File: config.mk
export PLATFORM = sky130hd
export DESIGN_NAME = ram_req_ctrl_flat
export DESIGN_NICKNAME = d
export VERILOG_FILES = /design/src/rtl/ram_req_if.sv /design/src/rtl/ram_req_ctrl.sv /design/src/flat_wrapper.sv
export SDC_FILE = /design/constraint.sdc
export NUM_CORES = 1
export LEC_CHECK = 0
export CORE_AREA = 2 2 162 164
export DETAILED_ROUTE_END_ITERATION = 7
export DIE_AREA = 0 0 164 166
export SLEW_MARGIN = 20
export SYNTH_ARGS = -nofsm -noshare
export SYNTH_HDL_FRONTEND = slang
export SYNTH_SLANG_ARGS = --single-unit
File: constraint.sdc
create_clock -name i_clk -period 5.8 [get_ports i_clk]
set_input_delay 1.16 -clock i_clk [delete_from_list [all_inputs] [get_ports i_clk]]
set_output_delay 1.16 -clock i_clk [all_outputs]
set_load 0.01 [all_outputs]
File: src/rtl/ram_req_if.sv
// ram_req_if: request, response and RAM-side bus bundle for ram_req_ctrl
interface ram_req_if #(
  parameter int ADDR_WIDTH = 14,
  parameter int DATA_WIDTH = 32
);
  logic                  i_req_valid;
  logic                  o_req_ready;
  logic                  i_req_write;
  logic [ADDR_WIDTH-1:0] i_req_addr;
  logic [DATA_WIDTH-1:0] i_req_wdata;
  logic                  o_rsp_valid;
  logic                  i_rsp_ready;
  logic [DATA_WIDTH-1:0] o_rsp_rdata;
  logic                  o_wr_done;
  logic                  o_ram_en;
  logic                  o_ram_rw;
  logic [ADDR_WIDTH-1:0] o_ram_addr;
  logic [DATA_WIDTH-1:0] o_ram_wdata;
  logic                  i_ram_write_ack;
  logic                  i_ram_read_ack;
  logic [DATA_WIDTH-1:0] i_ram_rdata;
  modport slave (
    input  i_req_valid, i_req_write, i_req_addr, i_req_wdata, i_rsp_ready,
           i_ram_write_ack, i_ram_read_ack, i_ram_rdata,
    output o_req_ready, o_rsp_valid, o_rsp_rdata, o_wr_done,
           o_ram_en, o_ram_rw, o_ram_addr, o_ram_wdata
  );
  modport master (
    output i_req_valid, i_req_write, i_req_addr, i_req_wdata, i_rsp_ready,
           i_ram_write_ack, i_ram_read_ack, i_ram_rdata,
    input  o_req_ready, o_rsp_valid, o_rsp_rdata, o_wr_done,
           o_ram_en, o_ram_rw, o_ram_addr, o_ram_wdata
  );
endinterface

File: src/rtl/ram_req_ctrl.sv
// ram_req_ctrl: FIFO-buffered request sequencer for a single-port RAM.
// Define RAM_CTRL_ADDR_CHECK_EN to reject addresses >= RAM_DEPTH without touching the RAM.
module ram_req_ctrl #(
  parameter int          ADDR_WIDTH = 14,
  parameter int          DATA_WIDTH = 32,
  parameter int unsigned RAM_DEPTH  = 16000,
  parameter int          FIFO_DEPTH = 4
) (
  input  logic                        i_clk,
  input  logic                        i_rst,
  ram_req_if.slave                    io_bus,
  output logic                        o_ack_err,
  output logic                        o_addr_err,
  output logic                        o_busy,
  output logic [$clog2(FIFO_DEPTH):0] o_fifo_level
);
  localparam int PW = $clog2(FIFO_DEPTH);
  typedef enum logic [1:0] {IDLE, ISSUE, WAIT, RESP} state_t;
  if ((FIFO_DEPTH < 2) || ((FIFO_DEPTH & (FIFO_DEPTH - 1)) != 0)) begin : g_bad_fifo
    $error("FIFO_DEPTH must be a power of two, at least 2");
  end
  if (RAM_DEPTH > 2 ** ADDR_WIDTH) begin : g_bad_depth
    $error("RAM_DEPTH exceeds the address space");
  end
  state_t                r_state;
  logic [FIFO_DEPTH-1:0] r_fifo_write;
  logic [ADDR_WIDTH-1:0] r_fifo_addr  [FIFO_DEPTH];
  logic [DATA_WIDTH-1:0] r_fifo_wdata [FIFO_DEPTH];
  logic [PW-1:0]         r_wr_ptr;
  logic [PW-1:0]         r_rd_ptr;
  logic [PW:0]           r_count;
  logic                  r_ram_en;
  logic                  r_ram_rw;
  logic [ADDR_WIDTH-1:0] r_ram_addr;
  logic [DATA_WIDTH-1:0] r_ram_wdata;
  logic                  r_rsp_valid;
  logic [DATA_WIDTH-1:0] r_rsp_rdata;
  logic                  r_wr_done;
  logic                  r_ack_err;
  logic                  r_addr_err;
  logic                  w_ready;
  logic                  w_push;
  logic                  w_pop;
  logic                  w_head_write;
  logic [ADDR_WIDTH-1:0] w_head_addr;
  logic [DATA_WIDTH-1:0] w_head_wdata;
  logic                  w_head_oor;
  logic                  w_ack_bad;
  assign w_ready      = r_count != (PW+1)'(FIFO_DEPTH);
  assign w_push       = io_bus.i_req_valid && w_ready;
  assign w_pop        = (r_state == IDLE) && (r_count != '0);
  assign w_head_write = r_fifo_write[r_rd_ptr];
  assign w_head_addr  = r_fifo_addr[r_rd_ptr];
  assign w_head_wdata = r_fifo_wdata[r_rd_ptr];
  // The acks must be exactly one-hot in the direction of the command in flight.
  assign w_ack_bad    = {io_bus.i_ram_write_ack, io_bus.i_ram_read_ack} != {r_ram_rw, !r_ram_rw};
`ifdef RAM_CTRL_ADDR_CHECK_EN
  assign w_head_oor   = 32'(w_head_addr) >= RAM_DEPTH;
`else
  assign w_head_oor   = 1'b0;
`endif
  // Request FIFO: storage, wrapping pointers and occupancy; push and pop may coincide.
  always_ff @(posedge i_clk) begin
    if (i_rst) begin
      r_wr_ptr <= '0;
      r_rd_ptr <= '0;
      r_count  <= '0;
    end else begin
      if (w_push) begin
        r_fifo_write[r_wr_ptr] <= io_bus.i_req_write;
        r_fifo_addr[r_wr_ptr]  <= io_bus.i_req_addr;
        r_fifo_wdata[r_wr_ptr] <= io_bus.i_req_wdata;
        r_wr_ptr               <= r_wr_ptr + 1'b1;
      end
      if (w_pop) r_rd_ptr <= r_rd_ptr + 1'b1;
      r_count <= r_count + (PW+1)'(w_push) - (PW+1)'(w_pop);
    end
  end
  // Sequencer: one command at a time; the RAM-side registers double as the command register.
  always_ff @(posedge i_clk) begin
    if (i_rst) begin
      r_state     <= IDLE;
      r_ram_en    <= 1'b0;
      r_ram_rw    <= 1'b0;
      r_ram_addr  <= '0;
      r_ram_wdata <= '0;
      r_rsp_valid <= 1'b0;
      r_rsp_rdata <= '0;
      r_wr_done   <= 1'b0;
      r_ack_err   <= 1'b0;
      r_addr_err  <= 1'b0;
    end else begin
      r_ram_en   <= 1'b0;
      r_wr_done  <= 1'b0;
      r_addr_err <= 1'b0;
      case (r_state)
        IDLE: begin
          if (w_pop && w_head_oor) begin
            r_addr_err <= 1'b1;
            if (!w_head_write) begin
              r_rsp_rdata <= '0;
              r_rsp_valid <= 1'b1;
              r_state     <= RESP;
            end
          end else if (w_pop) begin
            r_ram_en    <= 1'b1;
            r_ram_rw    <= w_head_write;
            r_ram_addr  <= w_head_addr;
            r_ram_wdata <= w_head_wdata;
            r_state     <= ISSUE;
          end
        end
        ISSUE: r_state <= WAIT;
        WAIT: begin
          if (w_ack_bad) r_ack_err <= 1'b1;
          if (r_ram_rw) begin
            r_wr_done <= 1'b1;
            r_state   <= IDLE;
          end else begin
            r_rsp_rdata <= io_bus.i_ram_rdata;
            r_rsp_valid <= 1'b1;
            r_state     <= RESP;
          end
        end
        RESP: begin
          if (io_bus.i_rsp_ready) begin
            r_rsp_valid <= 1'b0;
            r_state     <= IDLE;
          end
        end
        default: r_state <= IDLE;
      endcase
    end
  end
  assign io_bus.o_req_ready = w_ready;
  assign io_bus.o_rsp_valid = r_rsp_valid;
  assign io_bus.o_rsp_rdata = r_rsp_rdata;
  assign io_bus.o_wr_done   = r_wr_done;
  assign io_bus.o_ram_en    = r_ram_en;
  assign io_bus.o_ram_rw    = r_ram_rw;
  assign io_bus.o_ram_addr  = r_ram_addr;
  assign io_bus.o_ram_wdata = r_ram_wdata;
  assign o_ack_err          = r_ack_err;
  assign o_addr_err         = r_addr_err;
  assign o_busy             = (r_state != IDLE) || (r_count != '0);
  assign o_fifo_level       = r_count;
endmodule
File: src/flat_wrapper.sv
// flat-port wrapper written by rule: the top's interface ports become plain ports
module ram_req_ctrl_flat 
#(
  parameter int          ADDR_WIDTH = 14,
  parameter int          DATA_WIDTH = 32,
  parameter int unsigned RAM_DEPTH  = 16000,
  parameter int          FIFO_DEPTH = 4
)
  (i_clk, i_rst, o_ack_err, o_addr_err, o_busy, o_fifo_level, io_bus_i_req_valid, io_bus_i_req_write, io_bus_i_req_addr, io_bus_i_req_wdata, io_bus_i_rsp_ready, io_bus_i_ram_write_ack, io_bus_i_ram_read_ack, io_bus_i_ram_rdata, io_bus_o_req_ready, io_bus_o_rsp_valid, io_bus_o_rsp_rdata, io_bus_o_wr_done, io_bus_o_ram_en, io_bus_o_ram_rw, io_bus_o_ram_addr, io_bus_o_ram_wdata);
  ram_req_if #(.ADDR_WIDTH(ADDR_WIDTH), .DATA_WIDTH(DATA_WIDTH)) io_bus_i ();
  input  logic i_clk;
  input  logic i_rst;
  output logic o_ack_err;
  output logic o_addr_err;
  output logic o_busy;
  output logic [$clog2(FIFO_DEPTH):0] o_fifo_level;
  input wire logic [$bits(io_bus_i.i_req_valid)-1:0] io_bus_i_req_valid;
  input wire logic [$bits(io_bus_i.i_req_write)-1:0] io_bus_i_req_write;
  input wire logic [$bits(io_bus_i.i_req_addr)-1:0] io_bus_i_req_addr;
  input wire logic [$bits(io_bus_i.i_req_wdata)-1:0] io_bus_i_req_wdata;
  input wire logic [$bits(io_bus_i.i_rsp_ready)-1:0] io_bus_i_rsp_ready;
  input wire logic [$bits(io_bus_i.i_ram_write_ack)-1:0] io_bus_i_ram_write_ack;
  input wire logic [$bits(io_bus_i.i_ram_read_ack)-1:0] io_bus_i_ram_read_ack;
  input wire logic [$bits(io_bus_i.i_ram_rdata)-1:0] io_bus_i_ram_rdata;
  output wire logic [$bits(io_bus_i.o_req_ready)-1:0] io_bus_o_req_ready;
  output wire logic [$bits(io_bus_i.o_rsp_valid)-1:0] io_bus_o_rsp_valid;
  output wire logic [$bits(io_bus_i.o_rsp_rdata)-1:0] io_bus_o_rsp_rdata;
  output wire logic [$bits(io_bus_i.o_wr_done)-1:0] io_bus_o_wr_done;
  output wire logic [$bits(io_bus_i.o_ram_en)-1:0] io_bus_o_ram_en;
  output wire logic [$bits(io_bus_i.o_ram_rw)-1:0] io_bus_o_ram_rw;
  output wire logic [$bits(io_bus_i.o_ram_addr)-1:0] io_bus_o_ram_addr;
  output wire logic [$bits(io_bus_i.o_ram_wdata)-1:0] io_bus_o_ram_wdata;
  assign io_bus_i.i_req_valid = io_bus_i_req_valid;
  assign io_bus_i.i_req_write = io_bus_i_req_write;
  assign io_bus_i.i_req_addr = io_bus_i_req_addr;
  assign io_bus_i.i_req_wdata = io_bus_i_req_wdata;
  assign io_bus_i.i_rsp_ready = io_bus_i_rsp_ready;
  assign io_bus_i.i_ram_write_ack = io_bus_i_ram_write_ack;
  assign io_bus_i.i_ram_read_ack = io_bus_i_ram_read_ack;
  assign io_bus_i.i_ram_rdata = io_bus_i_ram_rdata;
  assign io_bus_o_req_ready = io_bus_i.o_req_ready;
  assign io_bus_o_rsp_valid = io_bus_i.o_rsp_valid;
  assign io_bus_o_rsp_rdata = io_bus_i.o_rsp_rdata;
  assign io_bus_o_wr_done = io_bus_i.o_wr_done;
  assign io_bus_o_ram_en = io_bus_i.o_ram_en;
  assign io_bus_o_ram_rw = io_bus_i.o_ram_rw;
  assign io_bus_o_ram_addr = io_bus_i.o_ram_addr;
  assign io_bus_o_ram_wdata = io_bus_i.o_ram_wdata;
  ram_req_ctrl #(.ADDR_WIDTH(ADDR_WIDTH), .DATA_WIDTH(DATA_WIDTH), .RAM_DEPTH(RAM_DEPTH), .FIFO_DEPTH(FIFO_DEPTH)) u_core (.i_clk(i_clk), .i_rst(i_rst), .io_bus(io_bus_i), .o_ack_err(o_ack_err), .o_addr_err(o_addr_err), .o_busy(o_busy), .o_fifo_level(o_fifo_level));
endmodule
# Yosys cells after proc, flatten, opt, wreduce, memory -nomap -nowiden
# Memory sizes are Yosys's and may differ from the RTL's. A register that Yosys moved wholly into a read port is not among the register bits.
# Cells that the tools add are included.
# word_totals
output_inout_bits,89
reg_bits,50
mem_count,2
ram_bits,184
# mem_list
memory,depth,width,read_ports,rd_ports_with_merged_regs,wr,line,rtl
u_core.r_fifo_wdata,4,32,1,1,1,ram_req_ctrl.sv:28,logic [DATA_WIDTH-1:0] r_fifo_wdata [FIFO_DEPTH];
u_core.r_fifo_addr,4,14,1,1,1,ram_req_ctrl.sv:27,logic [ADDR_WIDTH-1:0] r_fifo_addr [FIFO_DEPTH];
# classes
bitwise_logic,4
n_reduce_logical,17
magnitude_cmp,3
mux,17
addsub,4
eq_ne,8
# op_table
operator,count
AND reduction 2 bit,5
two-way mux 1 bit,9
one-hot mux 2 bit (4 select lines),1
less-than comparator 2 x 3 -> 1 bit (second input constant),2
two-way mux 2 bit,3
adder 2 x 1 -> 2 bit (second input constant),2
bitwise mux 4 bit,1
== test 2 bit (second input constant),2
inequality test 2 bit (second input constant),2
inverter 1 bit,4
nonzero test 2 bit,2
OR reduction 2 bit,2
adder 3 x 1 -> 3 bit,1
logical AND 1 bit,3
inequality test 3 bit (second input constant),1
AND reduction 3 bit,1
nonzero test 3 bit,1
subtractor 3 x 1 -> 3 bit,1
binary-select mux 1 bit (select 2 bit),1
demux 1 bit (select 2 bit),1
== test 2 x 1 -> 1 bit (second input constant),1
>= comparator 2 x 1 -> 1 bit (second input constant),1
zero test 2 bit,1
inequality test 2 x 1 -> 1 bit (second input constant),1
other kinds (4),4

# Logic depth before layout (Yosys ltp)
# Gate-level depths: netlist of the first run.
# logic_depth
depth_word,5
ltp_mapped,12
depth_no_buf,11

# Worst setup path before layout of the first run
# No wires, ideal clock.
# synth_path
kind,input -> register
start,input port i_rst
end,memory u_core.r_fifo_addr[0][0] (enable)
t_arrival_ns,2.780
setup_slack_ns,2.611
path_stages,3
path_cell_list,clkbuf_1 nor3_1 and2_1
# synth_between
elab_chain_len,2
# synth_lines
element,line,rtl
start: declaration,flat_wrapper.sv:12,input logic i_rst;
two-way mux 1 bit,ram_req_ctrl.sv:64,if (i_rst) begin
two-way mux 1 bit (implied by the code),ram_req_ctrl.sv:71,r_fifo_addr[r_wr_ptr] <= io_bus.i_req_addr;
end: declaration,ram_req_ctrl.sv:27,
# No other way between the ends.

# Worst setup path in the final report of the first run
# layout_path
start,register u_core.r_count[1] (netlist: u_core.o_fifo_level[1])
end,output port o_busy
# layout_between
elab_chain_len,2
# layout_lines
element,line,rtl
start: declaration,ram_req_ctrl.sv:31,logic [PW:0] r_count;
start signal: assignment,ram_req_ctrl.sv:76,r_count <= r_count + (PW+1)'(w_push) - (PW+1)'(w_pop);
nonzero test 3 bit,ram_req_ctrl.sv:145,assign o_busy = (r_state != IDLE) || (r_count != '0);
logical OR 1 bit,ram_req_ctrl.sv:145,
end: declaration,flat_wrapper.sv:15,output logic o_busy;
# No other way between the ends.

==> results of run 1 <==
[final cells by class]
class	count	area, µm²	area share
Clock inverter	14	77.6	0.00600
Antenna cell	1	2.50	0.000194
Tap cell	335	419	0.0324
Multi-Input combinational cell	247	2310	0.178
Clock buffer	39	787	0.0609
Inverter	9	33.8	0.00261
Timing Repair Buffer	182	1810	0.140
Sequential cell	280	7490	0.580
[routing by layer]
| layer | track usage | up-vias | part of all wire |
|---|---|---|---|
| met3 | 0.0322 | 32 | 0.070 |
| met4 | 0.0362 | 2 | 0.016 |
| met5 | 0 | - | 0.00063 |
| li1 | - | 2562 | - |
| met1 | 0.201 | 2805 | 0.44 |
| met2 | 0.247 | 203 | 0.47 |
[cells in the final DEF (no fill, tap or decap), types with 2 or more instances in the layout]
cell type,count
a21oi_1,37
a22o_1,47
a31oi_1,2
and2_2,4
buf_4,8
clkbuf_1,7
clkbuf_16,29
clkbuf_8,2
clkdlybuf4s50_1,171
clkinv_2,10
clkinvlp_4,2
dfxtp_1,90
edfxtp_1,188
ha_1,6
inv_1,9
mux4_2,47
nand2_1,68
nand3_1,2
nand3b_1,3
nor2_1,6
nor2b_1,3
nor3_1,3
o21ai_0,2
[path summary, 6_finish.rpt]
path / start / end / slack, ns
worst min-delay path: u_core.io_bus.o_rsp_rdata[0] / u_core.io_bus.o_rsp_rdata[0] / 0.46
worst max-delay path: u_core.o_fifo_level[1] / o_busy / 2.55
worst min register to register: u_core.io_bus.o_rsp_rdata[0] / u_core.io_bus.o_rsp_rdata[0] / 0.46
worst max register to register: u_core.o_fifo_level[1] / u_core.o_fifo_level[2] / 3.40
[worst max-delay path: stages, from the launching register on]
cell and delay (ns):
dfxtp_1 0.38, nor3_1 0.52, nand2_1 0.15, clkdlybuf4s50_1 0.52
[kinds of logic (layout without fill, tap and decap cells)]
kind of cell	after synthesis	in the layout
AOI/OAI and AO/OA	93	93
xor gates and xnor gates	1	1
adders and majority gates	7	7
buffers and inverters	45	244
DFF	280	280
muxes	47	47
other	1	2
and+or+nand+nor	98	98
[sequential cells by signal, indices dropped and copies added (netlist names), 2 cells and up]
| register | cells |
|---|---|
| u_core.r_wr_ptr | 2 |
| u_core.o_fifo_level | 3 |
| u_core.r_rd_ptr | 2 |
| u_core.io_bus.o_ram_addr | 14 |
| u_core.r_fifo_wdata | 128 |
| u_core.r_state | 2 |
| u_core.io_bus.o_ram_wdata | 32 |
| u_core.io_bus.o_rsp_rdata | 32 |
| u_core.r_fifo_write | 4 |
| u_core.r_fifo_addr | 56 |
[metrics by stage]
step                      hold WS (ns)  setup slack (ns)  area (µm²)  instances  utilization
after CTS                        0.462              2.51       12900       1104        0.503
after global placement           0.445              2.30       12000       1051        0.470
after detailed placement         0.454              2.33       12000       1051        0.470
after global routing             0.477              2.43       12900       1106        0.505
after floorplan                  0.481              2.61       10000        572            -
final                            0.458              2.55       12900       1107        0.505
[power by group through the flow]
stage,Clock [µW],Sequential [µW],Combinational (µW)
floorplan,0,2700,916
global placement,0,2760,1530
detailed placement,0,2770,1550
CTS,1730,2730,1560
global route,1810,2730,1720
finish,1680,2680,1590
==> flow_summary.json, run 1 <==
{
  "outcome": "finished, final reports clean",
  "netSwitchingPower_uw": 1660,
  "clk_path_buf_depth": 3,
  "synth_common_cells": "edfxtp_1, dfxtp_1, nand2_1",
  "ioPinCount": 174,
  "htreeDepth": 1,
  "fin_nets": 841,
  "rsz0062_at_grt": "no",
  "yosysTopAreaCell": "edfxtp_1",
  "synth_compound_area_frac": 0.0659,
  "tightest_slew_ns": 1.03,
  "synth_area_per_cell_um2": 17.5,
  "relSlewSlack": 0.312,
  "crit_arrival_ns": 2.09,
  "setup_viol": 0,
  "yosysWarningCount": 0,
  "wire_per_inst_um": 18.6,
  "synth_edf_count": 188,
  "ys.flop_type": "edfxtp_1",
  "ant_nets": 0,
  "hold_viol": 0,
  "grt_pass1_vias": 5712,
  "synth-simple-area-share": 0.0450,
  "synth_top_family_by_area": "multiplexers",
  "finalCritPeriodShare": 0.560,
  "ys_seq_elements": 280,
  "portBuffers": 172,
  "path_class": "reg -> out",
  "power_frac_seq": 0.451,
  "ctsHoldBuffers": 0,
  "setup-tns-final_ns": 0,
  "fmax_ghz": 0.308,
  "synthesis.area_um2": 10000,
  "synthAdderAreaFrac": 0.00948,
  "clockRootBuffer": "clkbuf_16",
  "insertion_delay_ns": 0.53,
  "drv_slew": 0,
  "muxShareOfSynthArea": 0.106,
  "seq_area_frac_synth": 0.747,
  "reg2reg_depth": 11,
  "yosysMostFrequentCell": "edfxtp_1",
  "tritoncts.num_buffers": 29,
  "grt_usage": 0.149,
  "synth_cell_types": 36,
  "firstDrtPassIters": 4,
  "clockPowerShare": 0.282,
  "dr_total_vias": 5604,
  "antenna_found_initial": 2,
  "p_sw_frac": 0.279,
  "min_path_cells": 2,
  "hold_class": "reg -> reg",
  "worst_setup_path_end_kind": "output port",
  "cts_setup_buffers": 0,
  "power_density_nw_per_um2": 460,
  "drive_above_1_share": 0.150,
  "cts.sinks": 280,
  "p_total_uw": 5950,
  "synth_area_leaders": "edfxtp_1, dfxtp_1, mux4_2, a22o_1, nand2_1",
  "hpwlAfterDp_um": 12700,
  "syn_inst": 572,
  "max_cap_viol_count": 0,
  "chipHeight_um": 166,
  "power.leakage_uw": 0.00429,
  "coreArea_um2": 25600,
  "p_int_uw": 4290,
  "grt_overflow": 0,
  "synthDominantCellAreaShare": 0.563,
  "grt_pass1_wl_um": 31600,
  "synthToLayoutAreaGrowth_pct": 28.9,
  "peakVddDrop_v": 0.000269,
  "cp-start-kind": "flip-flop",
  "viasPerCell": 5.06,
  "totalWireLength_um": 20600,
  "die_area_um2": 27200,
  "synth-xor-area-share": 0.000873,
  "routabilityCongestion": 0.751,
  "synthArstFlopShare": 0,
  "p_comb_frac": 0.267,
  "final.fill_count": 2097,
  "min_period_ns": 3.25,
  "clkTransAtPathRegs_ns": 0.06,
  "start_util": 0.392,
  "cp_data_required_time_ns": 4.64,
  "cts_tree": "done",
  "crit_path_max_fanout": 6,
  "syn-num-nets": 664,
  "finClkSkew_ns": 0.00883,
  "drcViolationCount": 0,
  "drtIter0Drc": 444,
  "die_w_um": 164,
  "postCtsResizedCells": 0,
  "grt_start_max_net_pins": 52,
  "num_rows": 59
}
Power figures use the tool's default switching activity.
==> run 2, diff against run 1 <==
clock period = 3.3 ns   (was 5.8 ns; I/O delays follow)
==> flow_summary.json, run 2 (synthesized netlist as in run 1, its figures left out) <==
{
  "critical_path.top_delay_family": "simple AND/OR/NAND/NOR gates",
  "cts.sinks": 280,
  "max_cap_viol_count": 0,
  "routabilityCongestion": 0.782,
  "outcome": "finished, final reports clean",
  "crit_path_max_fanout": 6,
  "tightest_slew_ns": 1.03,
  "most-common-layout-cells": "edfxtp_1, clkdlybuf4s50_1, dfxtp_1",
  "dr_total_vias": 5560,
  "final_util": 0.515,
  "largest_reg_flops": 128,
  "setup_viol": 0,
  "holdWs_ns": 0.460,
  "start_util": 0.392,
  "cp_data_required_time_ns": 2.64,
  "die_w_um": 164,
  "min_path_cells": 2,
  "crit_chain": "nor3_1 > nand2_1 > clkdlybuf4s50_1",
  "ctsHoldBuffers": 0,
  "drtIter0Drc": 410,
  "grt_pass1_wl_um": 31900,
  "crit_arrival_ns": 2.08,
  "wire_per_inst_um": 18.6,
  "setup-tns-final_ns": 0,
  "cpPeakStageDelay_ns": 0.51,
  "postCtsResizedCells": 0,
  "cp-start-kind": "flip-flop",
  "min_period_ns": 2.74,
  "clockRootBuffer": "clkbuf_16",
  "ant_nets": 0,
  "relSlewSlack": 0.313,
  "firstDrtPassIters": 4,
  "portBuffers": 172,
  "synthToLayoutAreaGrowth_pct": 31.6,
  "clk_path_buf_depth": 3,
  "power_density_nw_per_um2": 841,
  "drive_above_1_share": 0.159,
  "cp_slowest_cell": "nor3_1",
  "hold_class": "reg -> reg",
  "fin_nets": 842,
  "final_common_cell": "edfxtp_1",
  "crit_buf_inv": 1,
  "grt_start_max_net_pins": 49,
  "hpwlAfterDp_um": 13100,
  "path_depth": 3,
  "grt_overflow": 0,
  "clkTransAtPathRegs_ns": 0.06,
  "die_area_um2": 27200,
  "viasPerCell": 5.01,
  "peakVddDrop_v": 0.000553,
  "insertion_delay_ns": 0.54,
  "htreeDepth": 1,
  "grt_pass1_vias": 5864,
  "num_rows": 59,
  "top_register": "u_core.r_fifo_wdata",
  "tritoncts.num_buffers": 29,
  "totalWireLength_um": 20700,
  "ioPinCount": 174,
  "grt_usage": 0.150,
  "reg_top3": "u_core.r_fifo_wdata (128), u_core.r_fifo_addr (56)",
  "chipHeight_um": 166,
  "path_class": "reg -> out",
  "hold_viol": 0,
  "antenna_found_initial": 1,
  "drcViolationCount": 0,
  "coreArea_um2": 25600,
  "power.leakage_uw": 0.00441,
  "p_total_uw": 11100,
  "fmax_ghz": 0.365,
  "drv_slew": 0,
  "finClkSkew_ns": 0.00716,
  "finalCritPeriodShare": 0.831,
  "cts_setup_buffers": 0,
  "worst_setup_path_end_kind": "output port",
  "rsz0062_at_grt": "no",
  "cts_tree": "done",
  "reg2reg_depth": 11
}
run 2: cell count changes in the layout (fill, tap and decap cells not counted), sizes merged:
| cell | before | now |
|---|---|---|
| clkinvlp | 2 | 1 |
| inv | 9 | 11 |
| bufinv | 0 | 6 |
| clkbuf | 39 | 38 |
| buf | 11 | 12 |
| clkinv | 12 | 7 |
run 2: tightest hold or removal path, stage by stage (launching register included):
cell and delay [ns]:
dfxtp_1 0.31, nand2_1 0.05, a21oi_1 0.06
run 2: final timing paths:
path	slack [ns]	from	to
max reg2reg	0.86	u_core.o_fifo_level[1]	u_core.o_fifo_level[2]
min	0.46	u_core.io_bus.o_rsp_rdata[5]	u_core.io_bus.o_rsp_rdata[5]
min reg2reg	0.46	u_core.io_bus.o_rsp_rdata[5]	u_core.io_bus.o_rsp_rdata[5]
max	0.56	u_core.o_fifo_level[1]	o_busy
run 2: final cells by class:
class	count	area, µm²
Clock buffer	38	842
Sequential cell	280	7490
Tap cell	335	419
Antenna cell	1	2.50
Clock inverter	16	238
Multi-Input combinational cell	247	2310
Fill cell	2060	12400
Inverter	9	33.8
Timing Repair Buffer	183	1870
run 2: power breakdown:
part,internal [µW],total (µW),switching (µW)
Combinational,1600,2800,1200
Sequential,4280,4730,455
Clock,2260,3570,1300
run 2: metal layers:
| metal | up-vias | track usage | share of wire |
|---|---|---|---|
| li1 | 2566 | - | - |
| met1 | 2764 | 0.195 | 0.43 |
| met2 | 191 | 0.252 | 0.48 |
| met3 | 39 | 0.0330 | 0.067 |
| met4 | 0 | 0.0439 | 0.021 |
| met5 | - | 0 | 0 |
run 2: through the flow:
| step | setup slack, ns | cell area, µm² | std cells |
|---|---|---|---|
| global route | 0.385 | 13200 | 1109 |
| detailed placement | 0.450 | 12100 | 1053 |
| floorplan | 0.611 | 10000 | 572 |
| finish | 0.559 | 13200 | 1109 |
| global placement | 0.516 | 12100 | 1053 |
| CTS | 0.477 | 13200 | 1107 |
==> run 3, diff against run 2 <==
clock period = 2.7 ns   (was 3.3 ns; I/O delays follow)
==> flow_summary.json, run 3 (synthesized netlist as in run 1, its figures left out) <==
{
  "fmax_ghz": 0.409,
  "portBuffers": 172,
  "wire_per_inst_um": 18.8,
  "finClkSkew_ns": 0.0128,
  "reg_top3": "u_core.r_fifo_wdata (128), u_core.r_fifo_addr (56)",
  "gr-max-usage-layer": "met2",
  "critPathLaunch": "u_core.o_fifo_level[2]",
  "postCtsResizedCells": 0,
  "relSlewSlack": 0.553,
  "num_rows": 59,
  "r2r_start": "u_core.o_fifo_level[1]",
  "crit_chain": "nor3b_2 > inv_1 > clkdlybuf4s50_1",
  "met1_usage": 0.203,
  "cts_tree": "done",
  "viasPerCell": 5.00,
  "routabilityCongestion": 0.780,
  "cp-start-kind": "flip-flop",
  "die_w_um": 164,
  "power_density_nw_per_um2": 1020,
  "chipHeight_um": 166,
  "die_area_um2": 27200,
  "finalCritPeriodShare": 0.905,
  "rsz0062_at_grt": "no",
  "outcome": "finished, final reports clean",
  "place_area_um2": 12200,
  "start_util": 0.392,
  "hold_class": "in -> reg",
  "peakVddDrop_v": 0.000559,
  "drive_above_1_share": 0.165,
  "grt_usage": 0.152,
  "drv_slew": 0,
  "clk_path_buf_depth": 3,
  "ant_nets": 0,
  "grtUsageMet2": 0.254,
  "worst_setup_path_end_kind": "output port",
  "insertion_delay_ns": 0.54,
  "tightest_slew_ns": 0.671,
  "grt_pass1_vias": 5720,
  "grt_overflow": 0,
  "most-common-layout-cells": "edfxtp_1, clkdlybuf4s50_1, dfxtp_1",
  "ioPinCount": 174,
  "hp-start": "i_rst",
  "cts_setup_buffers": 0,
  "max_cap_viol_count": 0,
  "antenna_found_initial": 0,
  "crit_buf_inv": 2,
  "totalWireLength_um": 21000,
  "tritoncts.num_buffers": 29,
  "drcViolationCount": 0,
  "fin_area_um2": 13200,
  "ctsHoldBuffers": 0,
  "cts.sinks": 280,
  "htreeDepth": 1,
  "final_common_cell": "edfxtp_1",
  "path_class": "reg -> out",
  "cp_slowest_cell": "clkdlybuf4s50_1",
  "top_register": "u_core.r_fifo_wdata",
  "power.leakage_uw": 0.00440,
  "coreArea_um2": 25600,
  "cpPeakStageDelay_ns": 0.50,
  "synthToLayoutAreaGrowth_pct": 31.6,
  "grt_start_max_net_pins": 49,
  "hold_viol": 0,
  "fin_nets": 847,
  "setup-tns-final_ns": 0,
  "crit_arrival_ns": 1.90,
  "critical_path.top_delay_family": "buffers and inverters",
  "drtIter0Drc": 362,
  "setup_viol": 0,
  "cp_data_required_time_ns": 2.16,
  "min_period_ns": 2.44,
  "dr_total_vias": 5574,
  "crit_path_max_fanout": 6,
  "hpwlAfterDp_um": 13000,
  "met3_usage": 0.0335,
  "clockRootBuffer": "clkbuf_16",
  "firstDrtPassIters": 5,
  "p_total_uw": 13500,
  "grt_pass1_wl_um": 32200,
  "largest_reg_flops": 128,
  "clkTransAtPathRegs_ns": 0.06
}
[run 3: final timing paths]
| check | to | depth (start not counted) | slack [ns] |
|---|---|---|---|
| worst min register to register | u_core.io_bus.o_rsp_rdata[0] | 2 | 0.46 |
| worst max-delay path | io_bus_o_req_ready | 3 | 0.26 |
| worst max register to register | u_core.o_fifo_level[2] | 11 | 0.36 |
| worst min-delay path | u_core.r_state[1] | 2 | 0.38 |
[run 3: routing by layer]
layer	vias to the layer above	routed length (µm)
met5	-	0
met4	0	309
met3	27	1510
met2	178	10300
met1	2792	8890
li1	2577	-
[run 3: area by class of cell]
cell class | instances | area [µm²]
clock buffer | 34 | 785
clock inverter | 20 | 254
timing repair buffer | 188 | 1900
multi-input combinational | 247 | 2310
antenna | 2 | 5.00
fill | 2063 | 12400
tap | 335 | 419
inverter | 9 | 33.8
sequential | 280 | 7490
[run 3: through the flow]
stage | utilization | std cells | worst slack, ns | hold WS [ns]
after global routing | 0.515 | 1113 | 0.149 | 0.403
final | 0.515 | 1115 | 0.256 | 0.383
after CTS | 0.515 | 1113 | 0.0339 | 0.362
after global placement | 0.474 | 1059 | 0.393 | 0.444
after detailed placement | 0.474 | 1059 | 0.349 | 0.454
after floorplan | - | 572 | 0.131 | 0.481
[run 3: power by group]
| part | internal (µW) | switching (µW) |
|---|---|---|
| combinational | 1990 | 1540 |
| sequential | 5230 | 489 |
| clock | 2640 | 1590 |
